## config.mk

```make
export PLATFORM = sky130hd
export DESIGN_NAME = ext_unit_arbiter
export DESIGN_NICKNAME = d
export VERILOG_FILES = /design/src/rtl/ext_pkg.sv /design/src/rtl/ext_datapath.sv /design/src/rtl/ext_unit_arbiter.sv
export SDC_FILE = /design/constraint.sdc
export NUM_CORES = 1
export LEC_CHECK = 0
export ABC_AREA = 1
export CORE_MARGIN = 5
export CORE_UTILIZATION = 51
export DETAILED_ROUTE_END_ITERATION = 6
export GPL_ROUTABILITY_DRIVEN = 1
export PLACE_DENSITY = 0.95
export REMOVE_ABC_BUFFERS = 1
export SKIP_CTS_REPAIR_TIMING = 1
export SLEW_MARGIN = 30
export SYNTH_ARGS = -nofsm -noshare
export SYNTH_HDL_FRONTEND = slang
export SYNTH_SLANG_ARGS = --single-unit
```

## constraint.sdc

```tcl
create_clock -name clk -period 9 [get_ports clk]
set_input_delay 1.8 -clock clk [delete_from_list [all_inputs] [get_ports clk]]
set_output_delay 1.8 -clock clk [all_outputs]
set_load 0.03 [all_outputs]
```

## src/rtl/ext_pkg.sv

```systemverilog
// Shared op codes for the immediate-extension/shift datapath.
// Imported by the datapath and the arbiter top.
package ext_pkg;

  localparam logic [1:0] EXT_SEXT = 2'b00;
  localparam logic [1:0] EXT_ZEXT = 2'b01;
  localparam logic [1:0] EXT_LUI  = 2'b10;
  localparam logic [1:0] EXT_BTGT = 2'b11;

endpackage

```

## src/rtl/ext_datapath.sv

```systemverilog
// Combinational extend/shift datapath: sign/zero extend, LUI,
// and branch target (pc4 + sext(imm)<<2).
module ext_datapath
  import ext_pkg::*;
(
  input  logic [1:0]  op,
  input  logic [15:0] imm,
  input  logic [31:0] pc4,
  output logic [31:0] result
);

  logic [31:0] sextImm;
  logic [31:0] zextImm;
  logic [31:0] shl2Imm;
  logic [31:0] btgtSum;

  assign sextImm = {{16{imm[15]}}, imm};
  assign zextImm = {16'h0000, imm};
  assign shl2Imm = {sextImm[29:0], 2'b00};
  // Wrap-around past 2^32 is intentionally silent.
  assign btgtSum = pc4 + shl2Imm;

  always_comb begin
    result = sextImm;
    case (op)
      EXT_SEXT: result = sextImm;
      EXT_ZEXT: result = zextImm;
      EXT_LUI:  result = {imm, 16'h0000};
      EXT_BTGT: result = btgtSum;
      default:  result = sextImm;
    endcase
  end

endmodule

```

## src/rtl/ext_unit_arbiter.sv

```systemverilog
// Round-robin arbiter sharing one ext_datapath between the ID immediate
// path (req0) and the branch-target path (req1); one registered result.
module ext_unit_arbiter
  import ext_pkg::*;
#(
  parameter int FIRST_GRANT = 0,
  parameter int CNT_W       = 8
) (
  input  logic             clk,
  input  logic             reset,
  input  logic             req0_valid,
  output logic             req0_ready,
  input  logic [1:0]       req0_op,
  input  logic [15:0]      req0_imm,
  input  logic [31:0]      req0_pc4,
  input  logic             req1_valid,
  output logic             req1_ready,
  input  logic [1:0]       req1_op,
  input  logic [15:0]      req1_imm,
  input  logic [31:0]      req1_pc4,
  output logic             rsp_valid,
  input  logic             rsp_ready,
  output logic [31:0]      rsp_data,
  output logic             rsp_id,
  output logic [CNT_W-1:0] gnt_cnt0,
  output logic [CNT_W-1:0] gnt_cnt1
);

  localparam logic FirstGnt = 1'(FIRST_GRANT);

  logic        lastGnt;
  logic        canAccept;
  logic        grant0;
  logic        grant1;
  logic        accept0;
  logic        accept1;
  logic [1:0]  selOp;
  logic [15:0] selImm;
  logic [31:0] selPc4;
  logic [31:0] dpResult;

  assign canAccept = !rsp_valid | rsp_ready;

  // Contention goes to whoever did not win last; a lone requester always wins.
  assign grant0 = req0_valid & (!req1_valid | lastGnt);
  assign grant1 = req1_valid & (!req0_valid | !lastGnt);

  assign req0_ready = canAccept & grant0;
  assign req1_ready = canAccept & grant1;

  assign accept0 = req0_valid & req0_ready;
  assign accept1 = req1_valid & req1_ready;

  assign selOp  = grant1 ? req1_op  : req0_op;
  assign selImm = grant1 ? req1_imm : req0_imm;
  assign selPc4 = grant1 ? req1_pc4 : req0_pc4;

  ext_datapath uDatapath (
    .op     (selOp),
    .imm    (selImm),
    .pc4    (selPc4),
    .result (dpResult)
  );

  always_ff @(posedge clk or posedge reset) begin
    if (reset) begin
      rsp_valid <= 1'b0;
      rsp_data  <= 32'h0;
      rsp_id    <= 1'b0;
      lastGnt   <= ~FirstGnt;
      gnt_cnt0  <= '0;
      gnt_cnt1  <= '0;
    end else if (accept0 | accept1) begin
      rsp_valid <= 1'b1;
      rsp_data  <= dpResult;
      rsp_id    <= accept1;
      lastGnt   <= accept1;
      if (accept0 && gnt_cnt0 != '1)
        gnt_cnt0 <= gnt_cnt0 + CNT_W'(1);
      if (accept1 && gnt_cnt1 != '1)
        gnt_cnt1 <= gnt_cnt1 + CNT_W'(1);
    end else if (rsp_valid & rsp_ready) begin
      rsp_valid <= 1'b0;
    end
  end

endmodule
```

Word level (Yosys, flattened, before mapping):

Index checks and enable logic that the tools add are counted.

* register bits after elaboration: 51
* bits of input ports: 105
* output and inout bits: 52
* logic and storage cells: 41

* add/subtract/negate cells: 3
* equal/unequal tests: 5
* multiplexer cells: 6
* bitwise operators: 11
* reduce and logical (&&, ||, !) cells: 10

Operator list (count)
* $pmux W32 S4: 1
* $add A32 B32 Y32: 1
* $mux W32: 1
* $add A8 B1 Y8 const B: 2
* $mux W16: 1
* $ne A8 B8 Y1 const B: 2
* $and A1 B1 Y1: 7
* $eq A2 B2 Y1 const B: 2
* $logic_not A1 Y1: 4
* $or A1 B1 Y1: 4
* $reduce_and A2 Y1: 2
* $eq A2 B1 Y1 const B: 1
* $logic_and A1 B1 Y1: 2
* $logic_not A2 Y1: 1
* $mux W1: 2
* $mux W2: 1
* $reduce_bool A2 Y1: 1

Depth between registers and ports, before layout:

Gate-level depths: netlist (run 1).

* depth in word-level cells: 7
* depth in mapped cells: 24
* gate-level depth less buffers: 23

Cells and area by module:

Synthesis (run 1) repeated with hierarchy kept, for this count alone.

* cell total of the unflattened synthesis: 882
* area total of the unflattened synthesis: 5561.6 µm²

By module, submodules not included
* ext_unit_arbiter: instances 1, cells an instance 343, area an instance 2922.8 µm²
* ext_datapath: instances 1, cells an instance 539, area an instance 2638.8 µm²

Worst setup path before layout (run 1):

Ideal clock, no wire load.

* path kind: input port to flip-flop
* from: in req1_valid
* to: reg rsp_data[28]
* library setup time: 0.113 ns
* data arrival time: 4.669 ns
* required time: 8.887 ns
* slack: 4.218 ns
* cell stages on the path: 24
* buffers on the path: 4
* path through: buf_4 -> nand2_8 -> buf_4 -> clkbuf_1 -> clkbuf_1 -> nand2_1 -> nand2_1 -> ha_1 -> inv_1 -> fa_1 -> inv_1 -> nand2_1 -> o21ai_0 -> nand3_1 -> o21bai_2 -> nand2_1 -> nand2_2 -> nand2_1 -> nand2_1 -> nand2_1 -> nand3_1 -> nand3_1 -> nand2_1 -> inv_1

* word-level cells in the longest chain between the ends: 6
* elaborated cells on any way between the ends: 18

Ends and longest elaborated chain
* start: declaration: line ext_unit_arbiter.sv:16 `input logic req1_valid,`
* branches (longest 6 deep; another with $add A32 B32 Y32)
* end signal: assignment: line ext_unit_arbiter.sv:75 `rsp_data <= dpResult;`
* end: declaration: line ext_unit_arbiter.sv:23 `output logic [31:0] rsp_data,`

Parallel ways; which one is timed is not known.
A chain may end at the register's enable or synchronous reset.

Worst setup path in the final report (run 1):

Ends and elaborated chain as after synthesis.

==> impl_metrics.yaml, run 1 <==
outcome:
  status: "complete, no violations"
synthesis:
  synth.avg_cell_area_sq_um: 6.34
  ys_async_sr_fraction_pct: 100
  yosys-top-cells-area: "dfrtp_1 23%, nand2_1 20%, nand3_1 7.8%"
  yosysSeqAreaShare_pct: 23.3
  syn_inst: 864
  synth_seq_cells: 51
  synthMuxAreaShare_pct: 0.388
  ys_types: 48
  synth_top_family_by_area: "simple AND/OR/NAND/NOR gates"
  synth_fa_ha_area_share_pct: 6.99
  ys_warn_count: 0
  synth_flop_cell: "dfrtp_1"
  synth_enable_flop_cells: 0
  synth-xor-area-share_pct: 2.40
  synth_compound_area_share_pct: 13.5
  yosys.area.top_type: "dfrtp_1"
  synthSimpleGateAreaFrac_pct: 43.5
  syn_area_sq_um: 5480
  synth.top_cell.area_share_pct: 22.9
timing:
  setup_viol: 0
  fin_worst_skew_ps: 5.64
  finalSetupTns_ps: 0
  rsz0062_at_grt: "no"
  maxSlewViolCount: 0
  finalCriticalPeriod_ps: 5880
  period_share_pct: 65.3
  worst_pin_slew_ps: 996
  hold_ws_ps: 503
  maxSlewHeadroom_pct: 33.6
  hold_viol_final: 0
  max_freq_ghz: 0.170
layout:
  final_area_sq_um: 7190
  insertedDiodeCount: 0
  syn_to_final_growth_pct: 31.4
  multi_input_area_sq_um: 3660
  final_nets: 1142
  seqCellArea_sq_um: 1280
  layout-drive-gt1-share_pct: 8.83
  fillers: 886
grt:
  grt_use_total_pct: 28.2
  grt_pass1_vias: 6224
  antenna_found_initial: 0
  grt_overflow: 0
  grt_first_pass_wirelength_um: 29900
  grt_max_degree: 74
worst_setup_path:
  r2r_start: "lastGnt"
  path_max_fanout: 73
  reg2reg_depth: 23
  cp_data_arrival_time_ps: 6080
  cp-end-kind: "flip-flop"
  path_class: "in -> reg"
  ff2ff_setup_slack_ps: 4720
  timing.rr.end: "rsp_data[28]"
  start_kind: "primary input"
  required_ps: 9210
worst_hold_path:
  worstHoldEndpoint: "gnt_cnt1[7]"
  min_from: "gnt_cnt1[7]"
  hold_depth: 1
  hp-class: "reg -> reg"
cts:
  numCtsBuffers: 5
  h-tree-depth: 2
  insertion_delay_ps: 300
  cts_tree: "done"
  root_buffer: "clkbuf_8"
  cts.clk_slew.worst_paths_ps: 90
  cts.sinks: 51
  clock_path_buffers: 2
floorplan:
  ios: 157
  fp.dieW_um: 114
  die-area_sq_um: 12900
  start_util_pct: 52.6
  rows: 37
  fp.dieH_um: 114
  coreArea_sq_um: 10400
routing:
  drt_iter0_markers: 551
  drtAntennaViolNets: 0
  wl_um: 18600
  vias_per_cell: 5.53
  route.detailed.drc: 0
  dr_total_vias: 6332
  wl_per_cell_um: 16.3
  firstDrtPassIters: 5
pwr:
  total_power_mw: 1.63
  p_leak_nw: 3.66
  ir_worst_vdd_mv: 0.183
  power_density_nw_per_um2: 227
place:
  routabilityCongestion: 1.01
  io_buffers: 156
  place_hpwl_um: 14800
  placed_area_sq_um: 7100
flow_run:
  cap_violations: 0
## cell type report
type	instances	area share, %
Multi-Input combinational cell	682	50.9
Inverter	108	5.67
Clock inverter	1	0.122
Tap cell	136	2.37
Timing Repair Buffer	159	22.0
Sequential cell	51	17.8
Clock buffer	7	1.20
## worst max-delay path, cell delays in order
cell and delay, ps:
clkdlybuf4s50_1 460, buf_4 290, nand2_8 300, inv_2 500, or2_2 200, o21ai_0 90, inv_1 130, ha_1 170
inv_1 50, fa_1 360, inv_1 80, nand2_1 70, o21ai_0 530, nand3_1 200, o21bai_2 210, nand2_1 90
nand2_2 100, nand2_1 70, nand2_1 70, nand2_1 50, nand3_1 70, nand3_1 70, nand2_1 60, inv_1 30
## metal layers
layer  vias to the layer above  GRT usage, %  share of wire [%]
li1                       3082             -                  -
met1                      2839          34.2                 38
met2                       353          49.2                 48
met3                        58          5.41                9.9
met4                         0          11.3                3.8
met5                         -             0                  0
## Yosys cell counts (all sizes together) (5+ instances only)
library cell	number
ha	29
nand3b	20
dfrtp	50
xor2	10
nor3	9
or2	22
a21oi	62
clkbuf	5
xnor2	5
nor2	43
a2bb2oi	14
nand3	90
buf	18
inv	108
o21bai	6
nand4	11
nand2	318
a21boi	5
o21ai	29
## layout by cell type (no fill, tap or decap), drive strengths merged
cell type	Yosys	layout
a21boi	5	5
a21oi	62	62
a2bb2oi	14	14
and2	1	1
buf	18	3
clkbuf	5	7
clkdlybuf4s50	0	156
clkinv	0	1
dfrtp	50	50
dfstp	1	1
fa	1	1
ha	29	29
inv	108	108
mux2	1	1
mux2i	1	1
nand2	318	318
nand3	90	90
nand3b	20	20
nand4	11	11
nor2	43	43
nor3	9	9
nor3b	1	1
o21a	1	1
o21ai	29	29
o21bai	6	6
o22a	3	3
or2	22	22
xnor2	5	5
xor2	10	10
## flip-flops by register name (all words and copies together), names as in the netlist
name / count
gnt_cnt0: 8
gnt_cnt1: 8
lastGnt: 1
rsp_data: 32
rsp_id: 1
rsp_valid: 1
## where the power goes
part / total (mW) / switching [mW] / internal [mW]
registers: 0.401 / 0.0798 / 0.322
logic: 1.09 / 0.663 / 0.427
clock network: 0.142 / 0.0790 / 0.0632
## stage by stage
step,worst slack (ps),utilization (%),instances
final,3120,69.0,1144
after global routing,2650,69.0,1144
after floorplan,4210,-,841
after detailed placement,2880,68.1,1136
after global placement,3120,68.1,1136
after CTS,3170,69.0,1144
## worst max path at each step
stage                from            to  slack [ps]  cells after the start
3_5_place_dp   req1_valid  rsp_data[28]        2880                     24
6_report       req1_valid  rsp_data[28]        3120                     24
4_1_cts        req1_valid  rsp_data[28]        3170                     24
3_3_place_gp   req1_valid  rsp_data[28]        3120                     24
5_1_grt        req0_valid  rsp_data[28]        2650                     24
2_1_floorplan  req0_valid  rsp_data[28]        4210                     23
## cell families (layout without fill, tap and decap cells)
kind of cell | after synthesis | in the layout
multiplexers | 2 | 2
AO/OA/AOI/OAI | 120 | 120
buffers and inverters | 131 | 275
AND/OR/NAND/NOR | 515 | 515
XOR/XNOR | 15 | 15
flip-flops | 51 | 51
adder cells (fa/ha/maj) | 30 | 30
No activity file was read; power rests on OpenSTA's default activity.
==> run 2: changes to the inputs <==
--- a/config.mk
+++ b/config.mk
@@ -7,10 +7,10 @@
 export LEC_CHECK = 0
 export ABC_AREA = 1
 export CORE_MARGIN = 5
-export CORE_UTILIZATION = 51
+export CORE_UTILIZATION = 45
 export DETAILED_ROUTE_END_ITERATION = 6
 export GPL_ROUTABILITY_DRIVEN = 1
-export PLACE_DENSITY = 0.95
+export PLACE_DENSITY = 0.9
 export REMOVE_ABC_BUFFERS = 1
 export SKIP_CTS_REPAIR_TIMING = 1
 export SLEW_MARGIN = 30
==> constraint.sdc (replaced) <==
create_clock -name clk -period 5.4 [get_ports clk]
set_input_delay 1.08 -clock clk [delete_from_list [all_inputs] [get_ports clk]]
set_output_delay 1.08 -clock clk [all_outputs]
set_load 0.03 [all_outputs]
==> run 2 against run 1 <==
Compared with the run above: final cell count up 1.3%; combinational power grew 67%; flip-flop and latch count did not move; critical path type unchanged; largest power group unchanged; highest routed layer unchanged.
==> impl_metrics.yaml, run 2 (synthesis results as in run 1) <==
layout:
  fillers: 1131
  largest_register: "rsp_data"
  insertedDiodeCount: 0
  final_nets: 1146
  largest_reg_flops: 32
  mostFrequentLayoutCell: "nand2_1"
  multi_input_area_sq_um: 3660
  layout_common_cells: "296 x nand2_1, 156 x clkdlybuf4s50_1, 100 x inv_1"
  final_area_sq_um: 7300
  syn_to_final_growth_pct: 33.3
  layout-drive-gt1-share_pct: 9.29
  seqCellArea_sq_um: 1280
  top_regs: "rsp_data (32), gnt_cnt0 (8), gnt_cnt1 (8)"
floorplan:
  start_util_pct: 45.8
  fp.dieH_um: 120
  rows: 40
  ios: 157
  fp.dieW_um: 120
  die-area_sq_um: 14500
  coreArea_sq_um: 12000
routing:
  vias_per_cell: 5.43
  routed.top_layer: "met4"
  route.detailed.drc: 0
  wl_um: 18700
  drt_iter0_markers: 571
  wl_met3_um: 1620
  wl_met1_um: 7530
  drtAntennaViolNets: 0
  wl_met2_um: 8750
  wl_per_cell_um: 16.2
  firstDrtPassIters: 5
  dr_total_vias: 6293
worst_setup_path:
  start_kind: "primary input"
  path_max_fanout: 30
  path_class: "in -> reg"
  slowest_stage: "clkdlybuf4s50_1"
  cp_data_arrival_time_ps: 4660
  cp-end-kind: "flip-flop"
  crit_start: "req1_valid"
  crit_chain: "clkdlybuf4s50_1 -> nand2_8 -> inv_2 -> buf_4 -> nand2_1 -> nand2_1 -> ha_1 -> inv_1 -> fa_1 -> inv_1 -> nand2_1 -> o21ai_0 -> nand3_1 -> o21bai_2 -> nand2_1 -> nand2_2 -> nand2_1 -> nand2_1 -> nand2_1 -> nand3_1 -> nand3_1 -> nand2_1 -> inv_1"
  crit_top_cell: "nand2_1"
  crit_buf_inv: 6
  critPathTopFamily: "buffers and inverters"
  r2r_start: "lastGnt"
  ff2ff_setup_slack_ps: 1890
  max_stage_delay_ps: 590
  required_ps: 5590
pwr:
  power_density_nw_per_um2: 387
  ir_worst_vdd_mv: 0.285
  p_leak_nw: 3.71
place:
  routabilityCongestion: 0.989
  place_hpwl_um: 15000
  io_buffers: 156
  placed_area_sq_um: 7140
outcome:
  status: "complete, no violations"
timing:
  maxSlewHeadroom_pct: 56.5
  finalCriticalPeriod_ps: 4460
  worst_pin_slew_ps: 653
  rsz0062_at_grt: "no"
  maxSlewViolCount: 0
  max_freq_ghz: 0.224
  fin_worst_skew_ps: 1.87
  hold_viol_final: 0
  finalSetupTns_ps: 0
  period_share_pct: 82.7
  setup_viol: 0
cts:
  clock_path_buffers: 2
  numCtsBuffers: 5
  cts.clk_slew.worst_paths_ps: 70
  cts_tree: "done"
  root_buffer: "clkbuf_16"
  h-tree-depth: 2
  insertion_delay_ps: 290
  cts.sinks: 51
worst_hold_path:
  hp-class: "reg -> reg"
  min_from: "rsp_id"
grt:
  grt_use_total_pct: 25.5
  grt_first_pass_wirelength_um: 30000
  grt_overflow: 0
  grt_max_degree: 52
  antenna_found_initial: 0
  grt_pass1_vias: 6066
flow_run:
  cap_violations: 0
run 2: changes by cell type in the layout (fill, tap and decap cells not counted), sizes merged:
cell / previous run / this run
buf: 3 / 7
clkbuf: 7 / 6
inv: 108 / 109
run 2: cell type report:
cell class                      instances  area share [%]
Clock buffer                            6            1.90
Timing Repair Buffer                  163            22.1
Multi-Input combinational cell        682            50.2
Inverter                              108            5.59
Tap cell                              147            2.52
Sequential cell                        51            17.5
Clock inverter                          2           0.189
run 2: stage by stage:
step	worst slack [ps]	std cells	hold slack [ps]	total power, mW	util, %
2_1_floorplan	1330	841	525	1.77	-
3_3_place_gp	773	1151	456	2.45	59.7
3_5_place_dp	686	1151	458	2.47	59.7
4_1_cts	977	1159	475	2.81	61.0
5_1_grt	706	1159	526	3.01	61.0
6_report	937	1159	471	2.82	61.0
run 2: path summary, 6_finish.rpt:
| path | end | cells past startpoint |
|---|---|---|
| max | rsp_data[28] | 23 |
| max reg2reg | rsp_data[28] | 23 |
| min reg2reg | rsp_id | 2 |
| min in group asynchronous | gnt_cnt1[7] | 2 |
| min | rsp_id | 2 |
| max in group asynchronous | rsp_data[20] | 2 |
run 2: layer usage:
| layer | GRT usage, % | vias up |
|---|---|---|
| met5 | 0 | - |
| met4 | 11.9 | 0 |
| met3 | 4.91 | 58 |
| met2 | 42.7 | 290 |
| met1 | 31.8 | 2851 |
| li1 | - | 3094 |
run 2: where the power goes:
part	leakage [nW]	internal, mW	total (mW)	switching, mW
Combinational	3.03	0.718	1.82	1.10
Clock	0.0772	0.186	0.332	0.146
Sequential	0.607	0.537	0.673	0.136
Total	3.71	1.44	2.82	1.38
run 2: worst register-to-register path, stage by stage (launching register included):
cell and delay, ps:
dfstp_2 380, nand2_4 90, nand2_8 140, inv_2 160, buf_4 290, nand2_1 100
nand2_1 70, ha_1 170, inv_1 70, fa_1 360, inv_1 80, nand2_1 70
o21ai_0 430, nand3_1 190, o21bai_2 210, nand2_1 90, nand2_2 110, nand2_1 80
nand2_1 70, nand2_1 40, nand3_1 70, nand3_1 60, nand2_1 60, inv_1 40
